===== config.mk =====
export PLATFORM = sky130hd
export DESIGN_NAME = dadda_mac_pipe
export DESIGN_NICKNAME = d
export VERILOG_FILES = /design/src/rtl/dadda_pkg.sv /design/src/rtl/dadda_tree.sv /design/src/rtl/dadda_mac_pipe.sv
export SDC_FILE = /design/constraint.sdc
export NUM_CORES = 1
export LEC_CHECK = 0
export BUFFER_PORTS_ARGS = -buffer_cell sky130_fd_sc_hd__buf_4
export CAP_MARGIN = 10
export CORE_ASPECT_RATIO = 1.5
export CORE_MARGIN = 2
export CORE_UTILIZATION = 55
export CTS_CLUSTER_SIZE = 30
export DETAILED_ROUTE_END_ITERATION = 16
export GPL_ROUTABILITY_DRIVEN = 0
export GPL_TIMING_DRIVEN = 0
export HOLD_SLACK_MARGIN = 0.15
export PLACE_DENSITY = 0.73
export SYNTH_ARGS = -nofsm -noshare
export SYNTH_HDL_FRONTEND = slang
export SYNTH_SLANG_ARGS = --single-unit

===== constraint.sdc =====
create_clock -name clk -period 4.65 [get_ports clk]
set_input_delay 0.6975 -clock clk [delete_from_list [all_inputs] [get_ports clk]]
set_output_delay 0.6975 -clock clk [all_outputs]
set_load 0.01 [all_outputs]

===== src/rtl/dadda_pkg.sv =====
// ---------------------------------------------------------------------------
// dadda_pkg
// Shared constants and elaboration-time helpers for the Dadda multiplier.
//   GUARD_DEFAULT : default number of accumulator guard bits above 2W
//   dadda_height  : Dadda height sequence 2,3,4,6,9,13,19,28,...
//   dadda_levels  : number of reduction levels needed for a WxW product
//   dadda_plan    : per-level, per-column cell plan (heights, FA/HA counts,
//                   carries arriving from the column below)
// ---------------------------------------------------------------------------
package dadda_pkg;

    localparam int GUARD_DEFAULT = 4;

    // Widest product handled by the planner: 2 * 32 columns.
    localparam int MAX_COLS = 64;

    typedef enum int {
        PLAN_HEIGHT,   // column height entering the level
        PLAN_FA,       // full adders placed in the column
        PLAN_HA,       // half adders placed in the column (0 or 1)
        PLAN_CIN       // carries arriving from column j-1 at this level
    } plan_sel_e;

    function automatic int dadda_height(input int i);
        int d;
        d = 2;
        for (int n = 0; n < i; n++) d = (d * 3) / 2;
        return d;
    endfunction

    // Number of heights strictly below w; each one is a reduction level.
    function automatic int dadda_levels(input int w);
        int n;
        n = 0;
        for (int k = 0; k < 16; k++) begin
            if (dadda_height(k) < w) n = k + 1;
        end
        return n;
    endfunction

    // Replays the whole Dadda reduction for a w x w array and reports one
    // quantity for (step, col). step == levels with PLAN_HEIGHT gives the
    // final (<= 2) column height.
    function automatic int dadda_plan(input int w, input int step, input int col,
                                      input plan_sel_e sel);
        int h  [MAX_COLS];
        int nh [MAX_COLS];
        int levels, d, cin, ex, fa, ha, result;
        levels = dadda_levels(w);
        result = 0;
        for (int j = 0; j < MAX_COLS; j++) begin
            h[j]  = (j < w) ? j + 1 : (j < 2 * w) ? 2 * w - 1 - j : 0;
            nh[j] = 0;
        end
        for (int s = 0; s < levels; s++) begin
            d   = dadda_height(levels - 1 - s);
            cin = 0;
            for (int j = 0; j < 2 * w; j++) begin
                // Excess over the target height: each FA removes two bits,
                // an HA removes one, so HA is only used for an odd excess.
                ex = h[j] + cin - d;
                fa = (ex > 0) ? ex / 2 : 0;
                ha = (ex > 0) ? ex % 2 : 0;
                if (s == step && j == col) begin
                    case (sel)
                        PLAN_HEIGHT: result = h[j];
                        PLAN_FA:     result = fa;
                        PLAN_HA:     result = ha;
                        default:     result = cin;
                    endcase
                end
                nh[j] = h[j] + cin - 2 * fa - ha;
                cin   = fa + ha;
            end
            for (int j = 0; j < MAX_COLS; j++) h[j] = nh[j];
        end
        if (step == levels && sel == PLAN_HEIGHT) result = h[col];
        return result;
    endfunction

endpackage


===== src/rtl/dadda_tree.sv =====
// ---------------------------------------------------------------------------
// dadda_tree
// Purely combinational unsigned W x W partial-product generation and Dadda
// reduction down to two rows. s + c (mod 2^(2W)) equals a * b.
//   a, b : W-bit unsigned operands
//   s, c : 2W-bit carry-save result rows
// Column bits are kept LSB-packed in col[level][column]; bits above the
// column height are tied to zero.
// ---------------------------------------------------------------------------
module dadda_tree
    import dadda_pkg::*;
#(
    parameter int W = 12
) (
    input  logic [W-1:0]   a,
    input  logic [W-1:0]   b,
    output logic [2*W-1:0] s,
    output logic [2*W-1:0] c
);

    localparam int LEVELS = dadda_levels(W);
    localparam int COLS   = 2 * W;

    // NOTE: these are nets, not variables: every bit is driven by its own
    // continuous assign from a different generate scope, which a net allows.
    wire [W-1:0] col [0:LEVELS][0:COLS-1];
    wire [W-1:0] cy  [0:LEVELS-1][0:COLS-1];

    genvar j, i, k, l;

    // Partial products: column j collects a[i] & b[j-i].
    for (j = 0; j < COLS; j++) begin : g_pp
        localparam int LO = (j >= W) ? j - W + 1 : 0;
        localparam int H0 = dadda_plan(W, 0, j, PLAN_HEIGHT);
        for (i = 0; i < W; i++) begin : g_row
            if (j - i >= 0 && j - i < W) begin : g_bit
                assign col[0][j][i-LO] = a[i] & b[j-i];
            end
        end
        for (k = H0; k < W; k++) begin : g_pad
            assign col[0][j][k] = 1'b0;
        end
    end

    // Each level: FA sums, then the HA sum, then untouched bits, then the
    // carries produced by column j-1 at the same level.
    for (l = 0; l < LEVELS; l++) begin : g_lvl
        for (j = 0; j < COLS; j++) begin : g_col
            localparam int H    = dadda_plan(W, l, j, PLAN_HEIGHT);
            localparam int NFA  = dadda_plan(W, l, j, PLAN_FA);
            localparam int NHA  = dadda_plan(W, l, j, PLAN_HA);
            localparam int CIN  = dadda_plan(W, l, j, PLAN_CIN);
            localparam int USED = 3 * NFA + 2 * NHA;
            localparam int PASS = H - USED;
            localparam int NH   = NFA + NHA + PASS + CIN;

            for (k = 0; k < NFA; k++) begin : g_fa
                assign col[l+1][j][k] = col[l][j][3*k] ^ col[l][j][3*k+1] ^ col[l][j][3*k+2];
                assign cy[l][j][k]    = (col[l][j][3*k] & col[l][j][3*k+1]) |
                                        (col[l][j][3*k+2] & (col[l][j][3*k] ^ col[l][j][3*k+1]));
            end
            if (NHA == 1) begin : g_ha
                assign col[l+1][j][NFA] = col[l][j][USED-2] ^ col[l][j][USED-1];
                assign cy[l][j][NFA]    = col[l][j][USED-2] & col[l][j][USED-1];
            end
            for (k = 0; k < PASS; k++) begin : g_pass
                assign col[l+1][j][NFA+NHA+k] = col[l][j][USED+k];
            end
            if (j > 0) begin : g_cin
                for (k = 0; k < CIN; k++) begin : g_c
                    assign col[l+1][j][NFA+NHA+PASS+k] = cy[l][j-1][k];
                end
            end
            for (k = NH; k < W; k++) begin : g_pad
                assign col[l+1][j][k] = 1'b0;
            end
            for (k = NFA + NHA; k < W; k++) begin : g_cpad
                assign cy[l][j][k] = 1'b0;
            end
        end
    end

    // Carries out of the top column are never consumed: for unsigned W x W
    // the product fits in 2W bits.
    for (j = 0; j < COLS; j++) begin : g_out
        assign s[j] = col[LEVELS][j][0];
        assign c[j] = col[LEVELS][j][1];
    end

endmodule


===== src/rtl/dadda_mac_pipe.sv =====
// ---------------------------------------------------------------------------
// dadda_mac_pipe
// Three-stage pipelined unsigned W x W multiplier with optional accumulate.
//   clk, reset          : rising-edge clock, asynchronous active-low reset
//   in_valid / in_ready : input handshake (in_ready = global advance)
//   a, b                : unsigned operands
//   acc_en, acc_clr     : beat adds into / restarts the accumulator
//   out_valid/out_ready : output handshake
//   p                   : zero-extended product or the new accumulator value
// Stages: S1 operands+flags, S2 carry-save rows+flags, S3 p / accumulator.
// All stages advance together whenever the output slot is free or drained.
// ---------------------------------------------------------------------------
module dadda_mac_pipe
    import dadda_pkg::*;
#(
    parameter  int W     = 12,
    parameter  int GUARD = GUARD_DEFAULT,
    localparam int ACC_W = 2 * W + GUARD
) (
    input  logic             clk,
    input  logic             reset,
    input  logic             in_valid,
    output logic             in_ready,
    input  logic [W-1:0]     a,
    input  logic [W-1:0]     b,
    input  logic             acc_en,
    input  logic             acc_clr,
    output logic             out_valid,
    input  logic             out_ready,
    output logic [ACC_W-1:0] p
);

    typedef struct packed {
        logic [W-1:0] a;
        logic [W-1:0] b;
        logic         en;
        logic         clr;
    } s1_t;

    typedef struct packed {
        logic [2*W-1:0] s;
        logic [2*W-1:0] c;
        logic           en;
        logic           clr;
    } s2_t;

    logic             adv;
    logic             s1_valid, s2_valid;
    s1_t              s1;
    s2_t              s2;
    logic [2*W-1:0]   tree_s, tree_c;
    logic [2*W-1:0]   prod_sum;
    logic [ACC_W-1:0] prod, acc, acc_sum;

    assign adv      = !out_valid || out_ready;
    assign in_ready = adv;

    dadda_tree #(.W(W)) u_tree (
        .a (s1.a),
        .b (s1.b),
        .s (tree_s),
        .c (tree_c)
    );

    // Final carry-propagate add; the 2W-bit sum cannot overflow for WxW.
    assign prod_sum = s2.s + s2.c;
    assign prod     = ACC_W'(prod_sum);
    assign acc_sum  = acc + prod;

    // NOTE: sequential state uses non-blocking assignments only, so every
    // stage reads the value its predecessor held before this edge.
    always_ff @(posedge clk or negedge reset) begin
        if (!reset) begin
            s1_valid  <= 1'b0;
            s2_valid  <= 1'b0;
            out_valid <= 1'b0;
            s1        <= '0;
            s2        <= '0;
            acc       <= '0;
            p         <= '0;
        end else if (adv) begin
            s1_valid  <= in_valid;
            s1        <= '{a: a, b: b, en: acc_en, clr: acc_clr};
            s2_valid  <= s1_valid;
            s2        <= '{s: tree_s, c: tree_c, en: s1.en, clr: s1.clr};
            out_valid <= s2_valid;
            // Only a real beat may touch the accumulator; bubbles leave it.
            if (s2_valid) begin
                if (s2.clr) begin
                    acc <= prod;
                    p   <= prod;
                end else if (s2.en) begin
                    acc <= acc_sum;
                    p   <= acc_sum;
                end else begin
                    p   <= prod;
                end
            end
        end
    end

endmodule


==> results.md, run 1 <==
- Crit path launch type: flop
- #FFs+latches synth: 132
- I/O pin count: 60
- Dpl hpwl: 21300 um
- Yosys cell types: 55
- Initial antenna violation count: 0
- Period utilization: 0.954
- Gr usage total: 0.281
- Vias in the first global route: 9179
- Pin count of the biggest net entering global routing: 90
- Post-Syn Nets: 1377
- Primary FF master, synth: dfrtp_1
- Fmax achieved: 225 MHz
- Die Y: 175 um
- Die X: 118 um
- Core Region: 19200 um2
- Num Clock Sinks: 132
- Htree depth: 4
- First-pass GRT wire length: 45600 um
- Register area share after synthesis: 0.308
- Req. time, crit path: 5.01 ns
- Initial Util: 0.560
- Tmin final: 4.44 ns
- Highest routed layer: met4
- RSZ-0062 raised after global routing: false
- I/O Buffers: 59
- Via-to-Cell Ratio: 5.67
- Worst slew margin: 0.365
- Synth warnings: 0
- ANT nets after route: 0
- Die ar.: 20700 um2
- Final-stage net count: 1455
- Cell Count, Final, Fillers Out: 1532
- Max Buffers Root-to-Sink: 2
- Leading area contributor after synthesis: dfrtp_1
- Total Routed Length: 27700 um
- Max Cap Viol: 0
- FP Rows: 62
- Hold buffer count at CTS: 0
- Mapped Cells: 1187
- CP max FO: 4
- Crit Path Category: flop to flop
- Min-delay worst type: primary input to asynchronous set/reset pin
- Post-synth top area share: 0.308
- Drt pass-1 iters: 5
- Placed cells: 1503
- Ys async rst share: 1.00
- Final routed DRC violation total: 0
- Post-synth top cells: 221 x nand2_1, 132 x dfrtp_1, 122 x and2_1
- CP cell instances: ha_1, fa_1, a21o_1, a221oi_4, a221oi_2, o21ai_1, o21ai_1, a21oi_1, xnor2_1, ha_1, a21oi_1, o21ai_2, a41oi_1, nor2_2, nand3_1, or4_1, nand4_1
- TritonCTS clock tree: done
- Flip-flop and latch area: 3300 um2
- Area delta synth->final: 13.9%
- Slew of the pin with the lowest slew margin: 0.949 ns
- Post-Syn Area: 10700 um2
- Met3 routed WL: 1030 um
- Crit-path slowest cell: or4_1
- Initial DRC count: 489
- Maximum single-stage delay on the critical path: 0.47 ns
- Vias after detailed routing: 8679
- Status: complete, no violations
- Clock Latency Late Sink: 0.44 ns
- Arrival @ worst endpoint: 4.80 ns
- Number of flops mapped to enable cells by yosys: 0
- Ranking of synthesized cells by area: dfrtp_1 31%, fa_1 19%, nand2_1 7.7%
- Count leader, synth: nand2_1
- Multi-input logic area: 6980 um2
- DR WL met2: 15000 um
- CTS clk-pin slew, worst paths: 0.06 ns
- Max-slew violations: 0
- Final setup violation count: 0
- Final Hold Viols: 0
- Synthesized area per cell: 9.04 um2
- Wl on met1: 10600 um
- Total CTS buffers: 17
- Clk Tree Root Cell: clkbuf_16
- Routed len/inst: 18.1 um
- Setup Skew: 0.0124 ns
- GR Overflow Total: 0
- Share of layout cells above drive strength 1: 0.0886
- Crit path capture type: flop
- N_diodes: 0
- Fillcell total: 1671
[worst max-delay path, delay by kind of cell (launching register included)]
kind / cells / cell delay, ns
xor+xnor: 1 / 0.16
flops: 1 / 0.39
fa+ha+maj: 3 / 1.07
compound gates: 9 / 1.73
simple gates: 4 / 1.00
[state kept, by name, indices dropped and copies added, names as in the netlist]
| register | flops |
|---|---|
| s2 | 47 |
| acc | 28 |
| p | 28 |
| s1 | 26 |
| out_valid | 1 |
| s1_valid | 1 |
| s2_valid | 1 |
[layout by cell type, fill, tap and decap left out, types with 4 or more instances in the layout]
cell,netlist,layout
nand2_1,221,221
fa_1,101,101
nor2b_1,5,5
nand4_1,12,12
xnor2_1,26,26
bufinv_16,0,4
nor2_1,73,72
a21o_1,19,19
mux2i_1,10,10
o21bai_1,5,5
xor2_1,15,15
a22oi_1,6,6
buf_4,0,59
clkbuf_16,0,17
a21oi_1,88,86
a221o_1,10,10
inv_1,76,76
and2_1,122,122
o21ai_0,40,38
nor3_1,10,10
clkbuf_1,59,58
o21a_1,4,4
nand2b_1,7,7
or3_1,5,5
ha_1,59,57
o211ai_1,7,7
a31oi_1,14,14
o21ai_1,6,6
nand3_1,15,15
dfrtp_1,132,132
and3_1,4,4
[routing by layer]
layer | vias up | GRT usage
met5 | - | 0
met4 | 0 | 0.118
met3 | 74 | 0.0395
met2 | 260 | 0.534
met1 | 4277 | 0.310
li1 | 4068 | -
[per-stage QoR]
| step | area, um2 | TNS [ns] | setup slack [ns] | hold slack [ns] | utilization |
|---|---|---|---|---|---|
| 6_report | 12200 | 0 | 0.215 | 0.179 | 0.638 |
| 5_1_grt | 12200 | 0 | 0.00895 | 0.219 | 0.638 |
| 4_1_cts | 12200 | 0 | 0.000211 | 0.199 | 0.635 |
| 3_5_place_dp | 11500 | -0.752 | -0.201 | 0.463 | 0.601 |
| 3_3_place_gp | 11500 | -0.663 | -0.184 | 0.452 | 0.600 |
| 2_1_floorplan | 10700 | 0 | 0.531 | 0.402 | - |
[final cells by class]
cell class                      instances  area share
Multi-Input combinational cell        917       0.571
Tap cell                              256      0.0262
Buffer                                 60      0.0184
Sequential cell                       132       0.270
Timing Repair Buffer                   61      0.0394
Clock inverter                          9      0.0125
Clock buffer                           21      0.0385
Inverter                               76      0.0233
[repair_timing]
action / CTS / global route
gates resized for setup: 3 / 13
pin swaps: 1 / 2
buffers inserted: 1 / 0
setup endpoints to repair: 6 / 24
hold endpoints to repair: 0 / 0
[kinds of logic after synthesis]
family                     count (synthesis)  share of synthesized area
and+or+nand+nor                          481                      0.210
AOI/OAI and AO/OA                        224                      0.132
adders and majority gates                160                      0.257
buffers and inverters                    138                     0.0483
DFF                                      132                      0.308
xor gates and xnor gates                  42                     0.0350
muxes                                     10                    0.00933
[path summary, 6_finish.rpt]
| check | startpoint | to | slack (ns) | depth (start not counted) |
|---|---|---|---|---|
| max | s2[3]$_DFFE_PN0N_ | p[26]$_DFFE_PN0P_ | 0.21 | 17 |
| min | reset | p[24]$_DFFE_PN0P_ | 0.18 | 1 |
| max reg2reg | s2[3]$_DFFE_PN0N_ | p[26]$_DFFE_PN0P_ | 0.21 | 17 |
| min reg2reg | s2[29]$_DFFE_PN0N_ | s2[29]$_DFFE_PN0N_ | 0.47 | 2 |
| max in group asynchronous | reset | s2[8]$_DFFE_PN0N_ | 3.67 | 2 |
| min in group clk | a[5] | s1[19]$_DFFE_PN0N_ | 0.45 | 3 |
Power of run 1 is not shown: default switching activity piles up to over one toggle a cycle in this logic, so the estimate is an artifact.
==> inputs of run 2 (changes only) <==
--- a/config.mk
+++ b/config.mk
@@ -16,6 +16,7 @@
 export GPL_TIMING_DRIVEN = 0
 export HOLD_SLACK_MARGIN = 0.15
 export PLACE_DENSITY = 0.73
+export REMOVE_ABC_BUFFERS = 1
 export SYNTH_ARGS = -nofsm -noshare
 export SYNTH_HDL_FRONTEND = slang
 export SYNTH_SLANG_ARGS = --single-unit
==> results.md, run 2 (synthesis results as in run 1) <==
- Fillcell total: 1640
- Max-slew violations: 0
- Drt pass-1 iters: 4
- Slew of the pin with the lowest slew margin: 1.13 ns
- Pin count of the biggest net entering global routing: 101
- Req. time, crit path: 5.02 ns
- Multi-input logic area: 6990 um2
- Core Region: 19200 um2
- I/O Buffers: 59
- Num Clock Sinks: 132
- Total CTS buffers: 17
- Htree depth: 4
- Commonest non-fill, non-tap cells in the layout: 221 x nand2_1, 132 x dfrtp_1, 122 x and2_1
- Largest regs: s2 x47, acc x28, p x28
- Status: complete, no violations
- Final setup violation count: 0
- Clk Tree Root Cell: clkbuf_16
- Final routed DRC violation total: 0
- Share of layout cells above drive strength 1: 0.0927
- CTS clk-pin slew, worst paths: 0.06 ns
- Commonest non-fill, non-tap cell in the layout: nand2_1
- Via-to-Cell Ratio: 5.59
- I/O pin count: 60
- CP cell instances: ha_1, fa_1, a21o_1, a221oi_4, a221oi_2, o21ai_2, o21ai_1, a21oi_1, xnor2_1, ha_1, a21oi_1, o21ai_1, nor3_1, o21ai_2, a41oi_1, mux2i_1, a21o_1
- Crit path buf inv count: 0
- Routed len/inst: 16.5 um
- Setup Skew: 0.00669 ns
- CP top delay family: compound AO/OA/AOI/OAI gates
- Worst slew margin: 0.245
- ANT nets after route: 0
- Final Hold Viols: 0
- Max reg flops: 47
- Min-delay worst type: primary input to asynchronous set/reset pin
- Die ar.: 20700 um2
- Tmin final: 4.40 ns
- Crit-path slowest cell: fa_1
- N_diodes: 0
- Vias in the first global route: 8550
- CP max FO: 4
- Setup TNS: 0 ns
- Arrival @ worst endpoint: 4.77 ns
- TritonCTS clock tree: done
- Crit path capture type: flop
- Crit Path Category: flop to flop
- Area delta synth->final: 11.7%
- Initial DRC count: 383
- Top reg by flops: s2
- First-pass GRT wire length: 41500 um
- Vias after detailed routing: 8238
- Period utilization: 0.946
- Max Buffers Root-to-Sink: 2
- Gr usage total: 0.251
- RSZ-0062 raised after global routing: false
- Clock Latency Late Sink: 0.44 ns
- Crit path launch type: flop
- Maximum single-stage delay on the critical path: 0.41 ns
- Max Cap Viol: 0
- Total Routed Length: 24400 um
- Initial Util: 0.560
- Flip-flop and latch area: 3300 um2
- Initial antenna violation count: 0
- GR Overflow Total: 0
- Fmax achieved: 227 MHz
- Dpl hpwl: 17500 um
- FP Rows: 62
- Die X: 118 um
- Die Y: 175 um
- Final-stage net count: 1397
[run 2: cell count changes in the layout (fill, tap and decap cells not counted), moves of 2 or more]
cell        change
bufinv_16       -3
clkbuf_8        +2
buf_1           -3
clkinvlp_4      -3
clkbuf_1       -53
[run 2: final timing paths]
check | depth (start not counted) | end | start | slack (ns)
max in group asynchronous | 2 | acc[9]$_DFFE_PN0P_ | reset | 3.63
worst max-delay path | 17 | acc[24]$_DFFE_PN0P_ | s2[3]$_DFFE_PN0N_ | 0.25
min in group clk | 3 | s1[22]$_DFFE_PN0N_ | a[8] | 0.45
worst min-delay path | 1 | s1[13]$_DFFE_PN0N_ | reset | 0.21
worst min register to register | 2 | s1_valid$_DFFE_PN0N_ | s1_valid$_DFFE_PN0N_ | 0.47
worst max register to register | 17 | acc[24]$_DFFE_PN0P_ | s2[3]$_DFFE_PN0N_ | 0.25
[run 2: layout make-up]
| cell class | instances | share of cell area |
|---|---|---|
| Multi-Input combinational cell | 917 | 0.583 |
| Sequential cell | 132 | 0.276 |
| Clock buffer | 27 | 0.0428 |
| Clock inverter | 4 | 0.00376 |
| Inverter | 76 | 0.0240 |
| Tap cell | 256 | 0.0267 |
| Timing Repair Buffer | 63 | 0.0442 |
[run 2: metrics by stage]
stage / instances / area [um2] / hold slack, ns / worst slack (ns) / util
detailed placement: 1443 / 11400 / 0.457 / -0.0840 / 0.593
floorplan: 1125 / 10500 / 0.402 / -1.47 / -
finish: 1475 / 12000 / 0.214 / 0.252 / 0.625
global route: 1475 / 12000 / 0.262 / 0.0119 / 0.625
CTS: 1474 / 11900 / 0.238 / 0.0546 / 0.622
global placement: 1440 / 11300 / 0.452 / -5.04 / 0.588
[run 2: repair_timing]
action | in CTS | in global routing
hold buffers | 0 | 0
pin swaps | 0 | 1
setup buffers | 0 | 1
resized for setup | 3 | 10
endpoints found under the setup margin | 4 | 21
[run 2: worst reg2reg max path, stage by stage, from the launching register on]
cell and delay, ns:
dfrtp_1 0.38, ha_1 0.26, fa_1 0.41, a21o_1 0.23
a221oi_4 0.31, a221oi_2 0.17, o21ai_2 0.22, o21ai_1 0.10
a21oi_1 0.21, xnor2_1 0.23, ha_1 0.35, a21oi_1 0.17
o21ai_1 0.14, nor3_1 0.31, o21ai_2 0.16, a41oi_1 0.31
mux2i_1 0.28, a21o_1 0.11
[run 2: metal layers]
layer,GRT usage,wire [um]
met3,0.0372,732
met4,0.112,756
met1,0.300,10100
met5,0,0
met2,0.449,12800
Power of run 2 is left out for the same reason.
